**src/rtl/multi_counter_pkg.sv**
```systemverilog
// ----------------------------------------------------------------------------
// multi_counter_pkg : register offsets, control bit indices and control struct
// Revision: 1.0
// ----------------------------------------------------------------------------
`default_nettype none

package multi_counter_pkg;

  localparam logic [1:0] REG_COUNT   = 2'd0;
  localparam logic [1:0] REG_COMPARE = 2'd1;
  localparam logic [1:0] REG_CONTROL = 2'd2;
  localparam logic [1:0] REG_STATUS  = 2'd3;

  localparam int CTRL_ENABLE  = 0;
  localparam int CTRL_UP      = 1;
  localparam int CTRL_INT_EN  = 2;
  localparam int CTRL_RELOAD  = 3;
  localparam int CTRL_ONESHOT = 4;

  // Field order makes bit 0 of the packed value the enable bit.
  typedef struct packed {
    logic oneshot;
    logic reload;
    logic int_en;
    logic up;
    logic enable;
  } ctrl_t;

endpackage

`default_nettype wire

```
**src/rtl/counter_channel.sv**
```systemverilog
// ----------------------------------------------------------------------------
// counter_channel : one counter/timer channel with compare, control and flag
// Revision: 1.0
// ----------------------------------------------------------------------------
`default_nettype none

module counter_channel
  import multi_counter_pkg::*;
#(
  parameter int WIDTH = 32
) (
  input  logic             clk,
  input  logic             rst_n,
  input  logic             wr_count_i,
  input  logic             wr_compare_i,
  input  logic             wr_control_i,
  input  logic             wr_status_i,
  input  logic [31:0]      wdata_i,
  output logic [WIDTH-1:0] count_o,
  output logic [WIDTH-1:0] compare_o,
  output ctrl_t            ctrl_o,
  output logic [1:0]       status_o,
  output logic             irq_o
);

  logic [WIDTH-1:0] count_q, count_d;
  logic [WIDTH-1:0] compare_q, compare_d;
  ctrl_t            ctrl_q, ctrl_d;
  logic             flag_q, flag_d;
  logic             w_match;
  logic             w_unused_wdata;

  assign w_unused_wdata = ^wdata_i;

  assign w_match = ctrl_q.enable &
                   (ctrl_q.up ? (count_q == compare_q) : (count_q == '0));

  always_comb begin
    count_d   = count_q;
    compare_d = compare_q;
    ctrl_d    = ctrl_q;
    flag_d    = flag_q;

    if (ctrl_q.enable) begin
      if (w_match && ctrl_q.oneshot) begin
        ctrl_d.enable = 1'b0;
      end else if (w_match && ctrl_q.reload) begin
        count_d = ctrl_q.up ? '0 : compare_q;
      end else begin
        count_d = ctrl_q.up ? count_q + WIDTH'(1) : count_q - WIDTH'(1);
      end
    end

    // Bus writes are applied last so they override the counting logic.
    if (wr_count_i)   count_d   = wdata_i[WIDTH-1:0];
    if (wr_compare_i) compare_d = wdata_i[WIDTH-1:0];
    if (wr_control_i) begin
      ctrl_d.enable  = wdata_i[CTRL_ENABLE];
      ctrl_d.up      = wdata_i[CTRL_UP];
      ctrl_d.int_en  = wdata_i[CTRL_INT_EN];
      ctrl_d.reload  = wdata_i[CTRL_RELOAD];
      ctrl_d.oneshot = wdata_i[CTRL_ONESHOT];
    end

    if (wr_status_i && wdata_i[0]) flag_d = 1'b0;
    if (w_match)                   flag_d = 1'b1;
  end

  always_ff @(posedge clk or negedge rst_n) begin
    if (!rst_n) begin
      count_q   <= '0;
      compare_q <= '0;
      ctrl_q    <= '0;
      flag_q    <= 1'b0;
    end else begin
      count_q   <= count_d;
      compare_q <= compare_d;
      ctrl_q    <= ctrl_d;
      flag_q    <= flag_d;
    end
  end

  assign count_o   = count_q;
  assign compare_o = compare_q;
  assign ctrl_o    = ctrl_q;
  assign status_o  = {(count_q < compare_q), flag_q};
  assign irq_o     = flag_q & ctrl_q.int_en;

endmodule

`default_nettype wire

```
**src/rtl/multi_counter_peripheral.sv**
```systemverilog
// ----------------------------------------------------------------------------
// multi_counter_peripheral : CHANNELS counter/timers on an Avalon-style bus
// Revision: 1.0
// ----------------------------------------------------------------------------
`default_nettype none

module multi_counter_peripheral
  import multi_counter_pkg::*;
#(
  parameter int CHANNELS = 4,
  parameter int WIDTH    = 32,
  parameter int ADDR_W   = $clog2(CHANNELS*4)
) (
  input  logic              clk,
  input  logic              reset,
  input  logic              read,
  input  logic              write,
  input  logic [ADDR_W-1:0] address,
  input  logic [31:0]       data_in,
  output logic              read_valid,
  output logic [31:0]       data_out,
  output logic              irq
);

  logic [31:0]         w_chan;
  logic [1:0]          w_reg;
  logic [31:0]         w_rdata;
  logic [WIDTH-1:0]    w_count   [CHANNELS];
  logic [WIDTH-1:0]    w_compare [CHANNELS];
  ctrl_t               w_ctrl    [CHANNELS];
  logic [1:0]          w_status  [CHANNELS];
  logic [CHANNELS-1:0] w_irq;

  logic [31:0] data_q;
  logic        valid_q;

  // Channel index compared as a full word so unmapped channels decode to nothing.
  assign w_chan = 32'(address) >> 2;
  assign w_reg  = address[1:0];

  for (genvar g = 0; g < CHANNELS; g++) begin : g_chan
    logic w_sel;
    assign w_sel = write && (w_chan == 32'(g));

    counter_channel #(
      .WIDTH (WIDTH)
    ) u_chan (
      .clk          (clk),
      .rst_n        (reset),
      .wr_count_i   (w_sel && (w_reg == REG_COUNT)),
      .wr_compare_i (w_sel && (w_reg == REG_COMPARE)),
      .wr_control_i (w_sel && (w_reg == REG_CONTROL)),
      .wr_status_i  (w_sel && (w_reg == REG_STATUS)),
      .wdata_i      (data_in),
      .count_o      (w_count[g]),
      .compare_o    (w_compare[g]),
      .ctrl_o       (w_ctrl[g]),
      .status_o     (w_status[g]),
      .irq_o        (w_irq[g])
    );
  end

  always_comb begin
    w_rdata = '0;
    for (int c = 0; c < CHANNELS; c++) begin
      if (w_chan == 32'(c)) begin
        case (w_reg)
          REG_COUNT:   w_rdata = 32'(w_count[c]);
          REG_COMPARE: w_rdata = 32'(w_compare[c]);
          REG_CONTROL: w_rdata = 32'(w_ctrl[c]);
          REG_STATUS:  w_rdata = 32'(w_status[c]);
          default:     w_rdata = '0;
        endcase
      end
    end
  end

  // Read data is captured from pre-edge state, so a same-cycle write is not visible.
  always_ff @(posedge clk or negedge reset) begin
    if (!reset) begin
      data_q  <= '0;
      valid_q <= 1'b0;
    end else begin
      valid_q <= read;
      if (read) data_q <= w_rdata;
    end
  end

  assign read_valid = valid_q;
  assign data_out   = data_q;
  assign irq        = |w_irq;

endmodule

`default_nettype wire

```
**config.mk**
```make
export PLATFORM = sky130hd
export DESIGN_NAME = multi_counter_peripheral
export DESIGN_NICKNAME = d
export VERILOG_FILES = /design/src/rtl/multi_counter_pkg.sv /design/src/rtl/counter_channel.sv /design/src/rtl/multi_counter_peripheral.sv
export SDC_FILE = /design/constraint.sdc
export NUM_CORES = 1
export LEC_CHECK = 0
export ABC_AREA = 1
export CAP_MARGIN = 0
export CORE_ASPECT_RATIO = 1.25
export CORE_MARGIN = 2
export CORE_UTILIZATION = 40
export CTS_CLUSTER_DIAMETER = 100
export DETAILED_ROUTE_END_ITERATION = 8
export PLACE_DENSITY = 0.6
export REMOVE_ABC_BUFFERS = 1
export SLEW_MARGIN = 20
export SYNTH_ARGS = -nofsm -noshare
export SYNTH_HDL_FRONTEND = slang
export SYNTH_SLANG_ARGS = --single-unit
```
**constraint.sdc**
```tcl
create_clock -name clk -period 6.2 [get_ports clk]
set_input_delay 0.93 -clock clk [delete_from_list [all_inputs] [get_ports clk]]
set_output_delay 0.93 -clock clk [all_outputs]
set_load 0.02 [all_outputs]
```
==> run metrics <==
# Max-Cap Violations 0; Reg-to-Reg Start g_chan[2].u_chan.count_o[0]; Slew @ Worst Pin 1.16 ns; Core Area 0.0731 mm2; commonest non-fill, non-tap cell in the layout nand2_1; vias per cell 5.65; design area 0.0326 mm2; # hold bufs at CTS 0; port buffer count 73; crit path launch address[2]; R2R Setup Slk 2.52 ns; Max Buffers Root-to-Sink 3; crit path max fanout 38; CTS buffer count 38; reg2reg path depth 17; Layout fillers 7950; Synth Cell Area 0.0295 mm2; Die Y 307 um; status complete, no violations; EDFF count, synth 0; grt ovf 0; Top FF cell, synth dfrtp_1; Critical Path RT 6.69 ns; Synth async-reset ratio 100%; synth unique cells 41; Slew headroom 22.2%; Syn Area/Cell 6.15 um2; post-layout total power 16.3 mW; # setup viols final 0; initial cell density of the core 40.3%; post-place instance area 0.0312 mm2; r2r endpoint g_chan[2].u_chan.count_o[23]; Area Growth Syn to Fin 10.5%; Cell Rows 111; Synth Instances 4792; Static Leakage 17.2 nW; Min-Delay Path Class in -> async; antenna violations before repair 9; Layout Nets 5080; Final Hold Viols 0; post-CTS setup buffers 0; final slew viol count 0; worst skew pair latency 0.59 ns; largest net degree at the start of global routing 149; commonest non-fill, non-tap cells in the layout nand2_1 (1643), inv_1 (616), nand3_1 (435); synthesized flop and latch total 313; Layout Skew 0.0324 ns; PD cells 502 mW/mm2; CTS tree built; die width 247 um; RSZ-0062 raised after global routing no; critical path endpoint g_chan[2].u_chan.count_o[23]; crit path DAT 4.44 ns; # H-tree levels 2; Routed Wire Length 132000 um; fin crit period 3.95 ns; RePlAce Congestion 1.06; # DRC 0; DIE AREA 0.0758 mm2; gr usage total 34.5%; root buf cell clkbuf_16; initial detailed-routing violation count 3611; share of cells above drive strength 1 3.43%; IO Pins 74; Synth area leader dfrtp_1; sequential fraction of the synthesis area 26.6%; HPWL Detailed 101000 um; first-pass GRT wire length 195000 um; DRT Pass-1 Iters 8; post-CTS resize count 0; Critical Path End Type flip-flop; Synth top area share 26.6%; DRT antenna net count 0; Synth warnings 0; maximum achievable frequency 253 MHz; ranking of synthesized cells by area dfrtp_1 (27%), nand2_1 (21%), ha_1 (11%); CTS clk-pin slew, worst paths 0.06 ns; period utilisation layout 63.6%; Sink Count 313; Max IR drop VDD 0.000183 V; crit path launch type input port; number of global-route vias before repair 30362; critical path type in -> reg; routed wire length per instance 22.9 um; detailed-route via count 32641
stage by stage:
stage               cells  hold WS [ns]  utilization [%]  setup TNS, ns  worst slack (ns)
floorplan            4616         0.470                -         -26.87            -0.998
global placement     5708         0.486             42.7              0              1.81
detailed placement   5708         0.493             42.7              0              1.73
CTS                  5771         0.254             44.5              0              2.31
global route         5771         0.290             44.5              0              2.04
finish               5777         0.258             44.6              0              2.25
kinds of logic after synthesis:
logic type	synth area share, %
simple gates	37.8
buf+inv	10.5
compound gates	12.5
flops	26.6
fa+ha+maj	10.8
xor+xnor	1.70
worst min path at each step:
stage	from	endpoint	slack (ns)
final	reset	g_chan[3].u_chan.count_o[30]	0.26
after global routing	reset	g_chan[1].u_chan.compare_o[24]	0.29
after CTS	reset	g_chan[1].u_chan.compare_o[24]	0.25
after detailed placement	data_out[16]	data_out[16]	0.49
after global placement	data_out[7]	data_out[7]	0.49
after floorplan	g_chan[1].u_chan.flag_q	g_chan[1].u_chan.flag_q	0.47
critical path, cell delays in order:
cell and delay [ns]:
clkdlybuf4s50_1 0.74, nor2_4 0.24, inv_2 0.09, nor2_2 0.09, inv_2 0.08, nor2_4 0.40, inv_2 0.43, nand3_1 0.20
nand2_1 0.48, buf_4 0.45, nand2_1 0.10, nand2_1 0.06, nor2_1 0.10
metal layers:
metal | GRT usage (%) | share of wire, % | routed length (um)
met5 | 0 | 0.041 | 54
met4 | 19.2 | 6.5 | 8600
met3 | 6.31 | 9.2 | 12200
met2 | 54.8 | 45 | 59000
met1 | 44.0 | 40 | 52400
cell usage after synthesis (30+ instances only):
master	count
nand4_1	101
a21oi_1	251
nand3b_1	34
o22ai_1	69
buf_2	30
nand3_1	435
nor2_1	406
nand2_1	1646
ha_1	248
inv_1	618
nor3_1	30
xor2_1	54
clkbuf_1	127
o21ai_0	268
dfrtp_1	313
registers in the layout, summed over array words and instances (netlist names):
register	flops
data_out	32
g_chan.u_chan.compare_o	128
g_chan.u_chan.count_o	128
g_chan.u_chan.ctrl_o	20
g_chan.u_chan.flag_q	4
read_valid	1
layout make-up:
type                            count  area [um2]  share of cell area [%]
Tap cell                          960        1200                    3.69
Inverter                          636        2390                    7.34
Multi-Input combinational cell   3667       18600                    57.1
Timing Repair Buffer              132        1200                    3.70
Antenna cell                        6        15.0                  0.0461
Clock buffer                       50        1070                    3.28
Sequential cell                   313        7830                    24.1
Clock inverter                     13         268                   0.822
power by group:
part	leakage (nW)	switching, mW	internal, mW
Clock	0.651	1.01	1.51
Sequential	3.84	1.18	2.71
Combinational	12.7	6.50	3.44
Note: power is estimated with default switching activity, not from simulation.
